--- config.mk ---
export PLATFORM = sky130hd
export DESIGN_NAME = monster_formation_ctrl
export DESIGN_NICKNAME = d
export VERILOG_FILES = /design/src/rtl/monster_formation_ctrl.sv
export SDC_FILE = /design/constraint.sdc
export NUM_CORES = 1
export LEC_CHECK = 0
export ABC_AREA = 1
export CAP_MARGIN = 0
export CORE_ASPECT_RATIO = 0.7
export CORE_MARGIN = 2
export CORE_UTILIZATION = 43
export DETAILED_ROUTE_END_ITERATION = 16
export PLACE_DENSITY_LB_ADDON = 0.1
export SLEW_MARGIN = 20
export SYNTH_ARGS = -nofsm -noshare
export SYNTH_HDL_FRONTEND = slang
export SYNTH_SLANG_ARGS = --single-unit
--- constraint.sdc ---
create_clock -name clk -period 3.8 [get_ports clk]
set_input_delay 0.76 -clock clk [delete_from_list [all_inputs] [get_ports clk]]
set_output_delay 0.76 -clock clk [all_outputs]
set_load 0.05 [all_outputs]
--- src/rtl/monster_formation_ctrl.sv ---
`default_nettype none
// +----------------------------------------------------------------------------+
// | Module   : monster_formation_ctrl                                          |
// | Purpose  : Loads, marches, drops and retires the five-monster formation;  |
// |            tracks living monsters and flags win / loss.                   |
// | Revision : 1.0  initial release                                           |
// +----------------------------------------------------------------------------+
module monster_formation_ctrl #(
  parameter int X_INIT    = 250,
  parameter int Y_INIT    = 100,
  parameter int X_SPACING = 100,
  parameter int HALF_W    = 5,
  parameter int HALF_H    = 3,
  parameter int STEP_X    = 4,
  parameter int STEP_Y    = 10,
  parameter int X_MIN     = 150,
  parameter int X_MAX     = 780,
  parameter int Y_FAIL    = 440,
  parameter int MOVE_DIV  = 8
) (
  input  logic       clk,
  input  logic       rst,
  input  logic       start,
  input  logic       enable,
  input  logic       frame_tick,
  input  logic [4:0] kill,
  output logic [9:0] x_base,
  output logic [9:0] y_base,
  output logic [4:0] alive,
  output logic       dir_right,
  output logic       move_pulse,
  output logic       win,
  output logic       lose
);

  // A divider of 1 still needs a one-bit counter so the compare stays legal.
  localparam int DIV_W = (MOVE_DIV > 1) ? $clog2(MOVE_DIV) : 1;

  localparam logic [2:0] c_st_idle  = 3'd0;
  localparam logic [2:0] c_st_march = 3'd1;
  localparam logic [2:0] c_st_drop  = 3'd2;
  localparam logic [2:0] c_st_win   = 3'd3;
  localparam logic [2:0] c_st_lose  = 3'd4;

  localparam logic [DIV_W-1:0] c_div_last = DIV_W'(MOVE_DIV - 1);
  localparam logic [9:0]  c_x_init   = 10'(X_INIT);
  localparam logic [9:0]  c_y_init   = 10'(Y_INIT);
  localparam logic [9:0]  c_step_x10 = 10'(STEP_X);
  localparam logic [9:0]  c_step_y10 = 10'(STEP_Y);
  localparam logic [10:0] c_spacing  = 11'(X_SPACING);
  localparam logic [10:0] c_half_w   = 11'(HALF_W);
  localparam logic [10:0] c_half_h   = 11'(HALF_H);
  localparam logic [10:0] c_step_x11 = 11'(STEP_X);
  localparam logic [10:0] c_step_y11 = 11'(STEP_Y);
  localparam logic [10:0] c_x_max    = 11'(X_MAX);
  // Left test is L < X_MIN + STEP_X, folded so no subtraction can wrap.
  localparam logic [10:0] c_x_left   = 11'(X_MIN + STEP_X);
  localparam logic [10:0] c_y_fail   = 11'(Y_FAIL);

  logic [2:0]       r_state;
  logic [DIV_W-1:0] r_div_cnt;

  logic [4:0]       w_alive_k;
  logic [2:0]       w_hi_idx;
  logic [2:0]       w_lo_idx;
  logic [10:0]      w_r_edge;
  logic [10:0]      w_l_edge;
  logic [10:0]      w_y_chk;

  logic [2:0]       w_state_nxt;
  logic [9:0]       w_x_nxt;
  logic [9:0]       w_y_nxt;
  logic [4:0]       w_alive_nxt;
  logic             w_dir_nxt;
  logic             w_pulse_nxt;
  logic [DIV_W-1:0] w_div_nxt;

  assign w_alive_k = alive & ~kill;

  // Locate the outermost survivors (post-kill) to find the formation edges.
  always_comb begin
    w_hi_idx = 3'd0;
    w_lo_idx = 3'd0;
    for (int i = 0; i < 5; i++) begin
      if (w_alive_k[i]) w_hi_idx = 3'(i);
    end
    for (int i = 4; i >= 0; i--) begin
      if (w_alive_k[i]) w_lo_idx = 3'(i);
    end
  end

  assign w_r_edge = {1'b0, x_base} + ({8'd0, w_hi_idx} * c_spacing) + c_half_w;
  assign w_l_edge = {1'b0, x_base} + ({8'd0, w_lo_idx} * c_spacing) - c_half_w;
  assign w_y_chk  = {1'b0, y_base} + c_step_y11 + c_half_h;

  // Next-state and next-output decision; start overrides every state.
  always_comb begin
    w_state_nxt = r_state;
    w_x_nxt     = x_base;
    w_y_nxt     = y_base;
    w_alive_nxt = alive;
    w_dir_nxt   = dir_right;
    w_pulse_nxt = 1'b0;
    w_div_nxt   = r_div_cnt;
    if (start) begin
      w_state_nxt = c_st_march;
      w_x_nxt     = c_x_init;
      w_y_nxt     = c_y_init;
      w_alive_nxt = 5'b11111;
      w_dir_nxt   = 1'b1;
      w_div_nxt   = '0;
    end else begin
      case (r_state)
        c_st_march: begin
          w_alive_nxt = w_alive_k;
          if (w_alive_k == 5'd0) begin
            w_state_nxt = c_st_win;
          end else if (frame_tick && enable) begin
            if (r_div_cnt == c_div_last) begin
              w_div_nxt = '0;
              if (dir_right) begin
                if ((w_r_edge + c_step_x11) > c_x_max) begin
                  w_state_nxt = c_st_drop;
                end else begin
                  w_x_nxt     = x_base + c_step_x10;
                  w_pulse_nxt = 1'b1;
                end
              end else begin
                if (w_l_edge < c_x_left) begin
                  w_state_nxt = c_st_drop;
                end else begin
                  w_x_nxt     = x_base - c_step_x10;
                  w_pulse_nxt = 1'b1;
                end
              end
            end else begin
              w_div_nxt = r_div_cnt + DIV_W'(1);
            end
          end
        end
        c_st_drop: begin
          w_alive_nxt = w_alive_k;
          if (w_alive_k == 5'd0) begin
            w_state_nxt = c_st_win;
          end else begin
            w_y_nxt     = y_base + c_step_y10;
            w_dir_nxt   = ~dir_right;
            w_pulse_nxt = 1'b1;
            w_state_nxt = (w_y_chk >= c_y_fail) ? c_st_lose : c_st_march;
          end
        end
        default: ;
      endcase
    end
  end

  // State and output registers; win/lose mirror the state being entered.
  always_ff @(posedge clk or posedge rst) begin
    if (rst) begin
      r_state    <= c_st_idle;
      r_div_cnt  <= '0;
      x_base     <= c_x_init;
      y_base     <= c_y_init;
      alive      <= 5'd0;
      dir_right  <= 1'b1;
      move_pulse <= 1'b0;
      win        <= 1'b0;
      lose       <= 1'b0;
    end else begin
      r_state    <= w_state_nxt;
      r_div_cnt  <= w_div_nxt;
      x_base     <= w_x_nxt;
      y_base     <= w_y_nxt;
      alive      <= w_alive_nxt;
      dir_right  <= w_dir_nxt;
      move_pulse <= w_pulse_nxt;
      win        <= (w_state_nxt == c_st_win);
      lose       <= (w_state_nxt == c_st_lose);
    end
  end

endmodule
`default_nettype wire

==> results.cfg, run 1 <==
[run_status]
status = completed

[logic_synthesis]
yosysMostFrequentCell = nand2_1
avgSynthCellArea_um2 = 7.226
yosysTopAreaCellShare = 0.1776
syn_inst = 468
synth_edf_count = 0
yosys-top-cells-area = ha_1 18%, dfrtp_1 17%, nand2_1 11%
synthTopCellsByCount = 101 x nand2_1, 91 x inv_1, 48 x ha_1
synth_top_area_cell = ha_1
synth_area_mm2 = 0.003382
synthFlopType = dfrtp_1
synthDistinctLibCells = 41
async_flop_share = 1.000
seq_area_frac_synth = 0.2479
yosys_warnings = 0
yosys_register_bits = 33

[sta]
finClkSkew_ns = 0.007823
setup-violations-final = 0
slew_violations = 0
finalCritPeriodShare = 0.9653
fmax_mhz = 272.6
tightestPinTransition_ns = 0.5105
finalHoldViolCount = 0
setup_tns_ns = 0
post-route-min-period_ns = 3.668
relSlewSlack = 0.6586
worst_hold_slack_ns = 0.5235

[global_routing]
grt_pass1_vias = 3037
track_usage = 0.2059
grt_pass1_wl_mm = 14.07
grt_max_degree = 34
antenna_found_initial = 0
grt_remaining_overflow = 0

[floorplan]
die_w_um = 110
core-area_mm2 = 0.007736
ios = 39
row_count = 27
die_h_um = 78.20
dieArea_mm2 = 0.008602
start_util = 0.4372

[route]
vias = 3160
via_per_inst = 4.802
drc_errors = 0
wl_mm = 8.484
drt-initial-drc-count = 154
drtAntennaViolNets = 0
avgRoutedWirePerCell_um = 12.89
dr.pass1.iters = 4

[hold_path]
hold_path_class = reg2reg

[finish]
finalNetCount = 616
antenna_cells = 0
fin_area_mm2 = 0.004517
area_growth_pct = 33.56
drive_above_1_share = 0.2873
fin_cells = 658

[clock_tree]
cts_buffers = 5
clk_pin_slew_ns = 0.07
cts_tree = yes
cts.sinks = 33
ctsLongestPathBuffers = 2
cts_htree_levels = 2
cts-root-buf = clkbuf_8
hold_buffers = 0
clk_latency_ns = 0.28

[power_and_ir_drop]
power_w = 0.002478
power.density_mw_per_mm2 = 548.6
p_leak_nw = 2.399
vdd_drop_max_uv = 307.9

[placement]
placed_area_mm2 = 0.004104
routabilityCongestion = 0.9307
dp.cells = 636
place_hpwl_mm = 6.388
port_buffers = 36

[setup_path]
cp_max_fo = 5
crit_required_ns = 3.98
crit_path_start_kind = input pin
end_kind = flop
arrival_ns = 3.85
worstSetupPathType = in2reg

[run]
maxCapViolCount = 0
-- where the power goes --
group,switching [W],internal [W],total [W]
logic,0.00103,0.000750,0.00178
registers,0.0000382,0.000398,0.000437
clock network,0.000137,0.000127,0.000264
-- through the flow --
stage	setup WS [ns]	util
2_1_floorplan	0.07239	-
3_3_place_gp	-0.4518	0.5305
3_5_place_dp	-0.5288	0.5305
4_1_cts	0.04891	0.5559
5_1_grt	-0.01648	0.5839
6_report	0.1317	0.5839
-- worst max-delay path: stages --
cell and delay (ns):
dlygate4sd2_1 0.23, or2_4 0.26, nand2_8 0.09, nor2_4 0.03, nand2_2 0.07, inv_2 0.05, ha_4 0.26, inv_4 0.03
ha_4 0.15, xnor2_2 0.13, ha_1 0.29, inv_2 0.04, ha_4 0.29, nand2_4 0.06, nor3_4 0.17, nand2_1 0.09
nand2_2 0.08, nand2_1 0.06, nand2_1 0.06, nor2_2 0.05, nand3_2 0.08, nand2_4 0.11, nor2_8 0.18, clkinv_4 0.11
nand3_2 0.06, nand2_1 0.05
-- sequential cells by signal, indices dropped and copies added (netlist names) --
register	flops
x_base	9
move_pulse	1
r_div_cnt	3
dir_right	1
lose	1
win	1
r_state	3
alive	5
y_base	9
-- cell type report --
cell class	instances	area, um2
Sequential cell	33	838.3
Clock inverter	2	10.01
Fill cell	758	3219
Multi-Input combinational cell	334	2372
Tap cell	101	126.4
Timing Repair inverter	1	6.256
Clock buffer	6	72.57
Timing Repair Buffer	83	703.2
Inverter	98	387.9
-- cell families after synthesis --
kind of cell | after synthesis | synth area share
and+or+nand+nor | 213 | 0.3189
buffers and inverters | 104 | 0.1228
AOI/OAI and AO/OA | 58 | 0.09804
adders and majority gates | 50 | 0.1894
xor gates and xnor gates | 8 | 0.02072
DFF | 33 | 0.2479
other | 2 | 0.002221
-- path summary, 6_finish.rpt --
check / start / endpoint / slack (ns) / cells after the start
hold / removal: x_base[5] / x_base[5] / 0.52 / 2
hold reg to reg: x_base[5] / x_base[5] / 0.52 / 2
max in group asynchronous: rst / x_base[4] / 2.59 / 3
min in group asynchronous: rst / y_base[9] / 0.86 / 3
setup / recovery: kill[0] / x_base[8] / 0.13 / 26
setup reg to reg: alive[2] / x_base[8] / 0.36 / 26
-- per-layer routing --
layer,part of all wire,global-route usage,wire [um]
met5,0,0,0
met2,0.42,0.2963,3604
met3,0.044,0.03571,377
met4,0.0067,0.02278,57
met1,0.52,0.3266,4445
-- what timing repair did --
item	in CTS	in global routing
pin swaps	26	36
setup buffers	5	8
cloned	2	0
endpoints found under the setup margin	13	13
gates resized for setup	20	49
-- cell usage in the layout (no fill, tap or decap), drive strengths merged, types with 7 or more instances in the layout --
master,count
clkbuf,9
inv,98
nand2,116
dfrtp,23
ha,48
dfstp,10
a21oi,29
buf,47
nand3,34
o21ai,17
o211ai,7
nor2,48
clkdlybuf4s50,31
Note: power is estimated with default switching activity, not from simulation.
==> inputs of run 2 (changes only) <==
- ABC_AREA: 1 -> 0
- CORE_MARGIN: 2 -> not set
==> results.cfg, run 2 <==
[run_status]
status = complete, but fails checks
violations = setup timing

[finish]
area_growth_pct = 45.24
layout_commonest_cell = buf_4
regArea_um2 = 838.3
fin_cells = 522
finalNetCount = 490
drive_above_1_share = 0.3318
fin_area_mm2 = 0.004314
antenna_cells = 0
nFillCells = 554
top_regs = x_base (9), y_base (9), alive (5)
multi_input_area_mm2 = 0.002397
final_cell_mix = 40 x buf_4, 35 x nand2_1, 31 x ha_1, 31 x clkdlybuf4s50_1, 30 x nor2_1

[logic_synthesis]
synth_top_area_cell = ha_1
synthTopCellsByCount = 48 x ha_1, 43 x inv_1, 38 x nand2_1
yosysMostFrequentCell = ha_1
yosys_warnings = 0
seq_area_frac_synth = 0.2822
yosys_register_bits = 33
synthDistinctLibCells = 56
synth_area_mm2 = 0.002970
yosys-top-cells-area = ha_1 20%, dfrtp_1 19%, dfstp_2 8.8%
async_flop_share = 1.000
syn_inst = 347
synthFlopType = dfrtp_1
avgSynthCellArea_um2 = 8.560
yosysTopAreaCellShare = 0.2022
synth_edf_count = 0

[global_routing]
track_usage = 0.2355
grt_max_degree = 29
grt_pass1_vias = 2663
grt_remaining_overflow = 0
grt_pass1_wl_mm = 13.01
antenna_found_initial = 0

[setup_path]
ff2ff_path_depth = 20
end_kind = flop
crit_required_ns = 3.98
r2r_slack_ns = 0.04
cp_max_fo = 6
worstSetupPathType = in2reg
arrival_ns = 3.99
crit_path_start_kind = input pin

[floorplan]
die_h_um = 71.54
ios = 39
row_count = 24
start_util = 0.4601
core-area_mm2 = 0.006456
die_w_um = 101.3
dieArea_mm2 = 0.007249

[route]
dr.pass1.iters = 5
avgRoutedWirePerCell_um = 15.39
vias = 2689
via_per_inst = 5.151
drtAntennaViolNets = 0
drc_errors = 0
wl_mm = 8.033
drt-initial-drc-count = 135

[sta]
fmax_mhz = 262.7
setup-violations-final = 1
finalCritPeriodShare = 1.002
rsz0062_at_grt = yes
slew_violations = 0
setup_tns_ns = -0.006079
tightestPinTransition_ns = 0.6220
worst_slack_ns = -0.006079
finClkSkew_ns = 0.003966
relSlewSlack = 0.5847
post-route-min-period_ns = 3.806
finalHoldViolCount = 0

[hold_path]
hold_path_class = reg2reg
holdPathStages = 2

[clock_tree]
cts-root-buf = clkbuf_8
ctsLongestPathBuffers = 2
cts.sinks = 33
hold_buffers = 0
clk_pin_slew_ns = 0.07
clk_latency_ns = 0.29
cts_tree = yes
cts_htree_levels = 2
cts_buffers = 5

[placement]
routabilityCongestion = 0.8736
placed_area_mm2 = 0.003724
dp.cells = 505
port_buffers = 36
place_hpwl_mm = 5.584

[power_and_ir_drop]
power.density_mw_per_mm2 = 462.2
vdd_drop_max_uv = 208.5
p_leak_nw = 1.992
power_w = 0.001994

[run]
maxCapViolCount = 0
run 2: metrics by stage:
stage	worst slack [ns]	hold WS, ns	utilization
floorplan	0.01561	0.4871	-
global placement	-0.8494	0.4776	0.5767
detailed placement	-0.9168	0.4780	0.5767
CTS	-0.01528	0.5042	0.6393
global route	-0.08177	0.5374	0.6682
finish	-0.006079	0.4990	0.6682
run 2: cell families (layout without fill, tap and decap cells):
| family | count (synthesis) | in the layout | share of synthesized area |
|---|---|---|---|
| xor gates and xnor gates | 24 | 24 | 0.07077 |
| and+or+nand+nor | 114 | 114 | 0.1853 |
| muxes | 3 | 3 | 0.01053 |
| AOI/OAI and AO/OA | 70 | 70 | 0.1622 |
| DFF | 33 | 33 | 0.2822 |
| other | 2 | 4 | 0.002528 |
| adders and majority gates | 50 | 50 | 0.2157 |
| buffers and inverters | 51 | 133 | 0.07076 |
run 2: repair_timing:
| action | 4_1_cts | 5_1_grt |
|---|---|---|
| gates resized for setup | 63 | 44 |
| endpoints found under the setup margin | 13 | 13 |
| buffers inserted | 9 | 2 |
| pin swaps | 19 | 26 |
run 2: final timing paths:
kind | end | from
worst min register to register | alive[1] | alive[1]
min in group asynchronous | move_pulse | rst
worst min-delay path | alive[1] | alive[1]
worst max register to register | x_base[9] | alive[3]
max in group asynchronous | x_base[6] | rst
worst max-delay path | x_base[9] | kill[2]
run 2: cell type report:
type / instances / share of cell area
multi-input combinational: 265 / 0.5557
sequential: 33 / 0.1943
inverter: 44 / 0.04002
clock buffer: 8 / 0.01856
tap: 91 / 0.02639
timing repair buffer: 81 / 0.1650
run 2: worst max-delay path, stage by stage:
cell and delay (ns):
buf_6 0.10, nor2b_4 0.14, nor2_4 0.04, or3_4 0.36, ha_4 0.28, inv_2 0.04
ha_4 0.26, inv_4 0.03, ha_4 0.25, inv_2 0.04, ha_4 0.28, nand2_4 0.05
a211oi_4 0.28, nor3b_2 0.10, a311oi_2 0.27, o211ai_4 0.16, o211a_4 0.21, buf_6 0.13
a31o_1 0.20
run 2: per-layer routing:
layer / routed length (um) / track usage / vias up
met2: 3482 / 0.3568 / 59
met5: 0 / 0 / -
met3: 291 / 0.04000 / 6
li1: - / - / 1347
met4: 47 / 0.04670 / 0
met1: 4212 / 0.3533 / 1277
run 2: where the power goes:
group / internal (W) / switching (W)
logic: 0.000625 / 0.000688
registers: 0.000385 / 0.0000316
clock network: 0.000130 / 0.000134
==> inputs of run 3 (changes only) <==
- clock period: 3.8 -> 3.35 ns (I/O delays scaled with it)
==> results.cfg, run 3 (synthesized netlist as in run 2, its figures left out) <==
[finish]
fin_util = 0.6609
antenna_cells = 0
final_cell_mix = 48 x buf_4, 37 x inv_1, 37 x ha_1
drive_above_1_share = 0.3182
finalNetCount = 499
top_regs = x_base (9), y_base (9), alive (5)
layout_commonest_cell = buf_4
area_growth_pct = 43.64

[setup_path]
cp_num_buf_inv = 6
cp_slowest_cell = or3_4
crit_required_ns = 3.58
arrival_ns = 3.93
max_stage_delay_ns = 0.36
critical_path.most_common_cell = ha_4
crit_chain = buf_6 -> buf_6 -> nor2b_4 -> nor2_4 -> or3_4 -> ha_4 -> inv_2 -> ha_4 -> inv_4 -> ha_4 -> inv_4 -> ha_4 -> buf_6 -> a21o_1 -> nand2_1 -> mux2_4 -> o211ai_4 -> o21ai_2 -> a41oi_2 -> and4b_1
cp_max_fo = 3
end_kind = flop
crit_path_start_kind = input pin
cpLargestDelayFamily = adder cells
worstSetupPathType = in2reg

[placement]
routabilityCongestion = 0.8696
place_hpwl_mm = 5.838
port_buffers = 36

[floorplan]
row_count = 24
start_util = 0.4601
dieArea_mm2 = 0.007249
ios = 39
core-area_mm2 = 0.006456
die_w_um = 101.3
die_h_um = 71.54

[clock_tree]
cts_htree_levels = 2
cts-root-buf = clkbuf_8
clk_latency_ns = 0.29
hold_buffers = 0
cts_tree = yes
cts_buffers = 5
ctsLongestPathBuffers = 2
clk_pin_slew_ns = 0.07
cts.sinks = 33

[run_status]
violations = setup timing
status = complete, but fails checks

[sta]
tightestPinTransition_ns = 0.8166
slew_violations = 0
finalHoldViolCount = 0
finClkSkew_ns = 0.003290
relSlewSlack = 0.4550
setup-violations-final = 13
rsz0062_at_grt = yes
worst_slack_ns = -0.3496
fmax_mhz = 270.3
finalCritPeriodShare = 1.104
post-route-min-period_ns = 3.700

[global_routing]
met2_usage = 0.3288
use_met3 = 0.03512
grt_max_degree = 22
grt_pass1_vias = 2618
grt_remaining_overflow = 0
antenna_found_initial = 0
grt_use_met1 = 0.3333
grt_pass1_wl_mm = 12.28
track_usage = 0.2199
grt-busiest-layer = met1

[hold_path]
hold_path_class = reg2reg

[route]
avgRoutedWirePerCell_um = 14.24
via_per_inst = 5.107
wl_mm = 7.564
drc_errors = 0
dr.pass1.iters = 4
vias = 2712
drt-initial-drc-count = 186
drtAntennaViolNets = 0

[power_and_ir_drop]
power.density_mw_per_mm2 = 505.6
p_leak_nw = 2.017
vdd_drop_max_uv = 324.1
power_w = 0.002157

[run]
maxCapViolCount = 0
==> run 3: cell count changes in the layout (fill, tap and decap cells not counted), sizes merged <==
| cell | delta |
|---|---|
| clkbuf | -4 |
| clkinv | +2 |
| clkdlybuf4s15 | +1 |
| clkinvlp | +1 |
| buf | +9 |
==> run 3: worst paths after layout <==
kind	cells after the start	end	from	slack (ns)
max reg2reg	18	win	alive[1]	-0.30
min	2	r_div_cnt[1]	r_div_cnt[1]	0.53
min reg2reg	2	r_div_cnt[1]	r_div_cnt[1]	0.53
min in group asynchronous	2	y_base[3]	rst	0.84
max	20	win	kill[2]	-0.35
max in group asynchronous	3	x_base[7]	rst	1.80
==> run 3: timing repair <==
| action | 4_1_cts | 5_1_grt |
|---|---|---|
| buffers inserted | 3 | 4 |
| resized for setup | 42 | 21 |
| endpoints found under the hold margin | 0 | 0 |
| setup endpoints to repair | 13 | 13 |
| pin swaps | 17 | 7 |
| cloned | 1 | 0 |
==> run 3: where the power goes <==
group | internal [W] | switching [W] | total, W | leakage (nW)
Sequential | 0.000438 | 0.0000344 | 0.000472 | 0.401
Clock | 0.000143 | 0.000156 | 0.000299 | 0.0439
Combinational | 0.000657 | 0.000728 | 0.00139 | 1.57
Total | 0.00124 | 0.000919 | 0.00216 | 2.02
==> run 3: through the flow <==
| stage | setup WS (ns) | instance area [um2] | TNS, ns | hold slack, ns | cells |
|---|---|---|---|---|---|
| after floorplan | -0.3362 | 3142 | -3.548 | 0.4871 | 349 |
| after global placement | -1.030 | 3913 | -12.78 | 0.5138 | 515 |
| after detailed placement | -1.142 | 3913 | -14.18 | 0.5278 | 515 |
| after CTS | -0.3165 | 4145 | -3.554 | 0.5427 | 527 |
| after global routing | -0.4707 | 4267 | -5.506 | 0.5844 | 531 |
| final | -0.3496 | 4267 | -3.796 | 0.5331 | 531 |
==> run 3: cell type report <==
| class | count | area (um2) |
|---|---|---|
| clock buffers | 5 | 68.82 |
| clock inverters | 3 | 17.52 |
| fillers | 560 | 2190 |
| inverters | 44 | 172.7 |
| multi-input cells | 265 | 2273 |
| flip-flops and latches | 33 | 842.1 |
| well taps | 91 | 113.9 |
| repair buffers | 90 | 778.2 |
==> run 3: worst register-to-register path, cell delays in order, from the launching register on <==
cell	delay [ns]
dfrtp_2	0.41
nor2b_4	0.14
buf_4	0.13
or3_4	0.39
ha_4	0.28
inv_2	0.04
ha_4	0.26
inv_4	0.03
ha_4	0.26
inv_4	0.03
ha_4	0.24
buf_6	0.12
a21o_1	0.15
nand2_1	0.09
mux2_4	0.32
o211ai_4	0.10
o21ai_2	0.11
a41oi_2	0.27
and4b_1	0.22
==> run 3: layer usage <==
| metal | vias to the layer above | share of wire |
|---|---|---|
| li1 | 1366 | - |
| met1 | 1280 | 0.53 |
| met2 | 57 | 0.44 |
| met3 | 9 | 0.029 |
| met4 | 0 | 0.0077 |
| met5 | - | 0 |
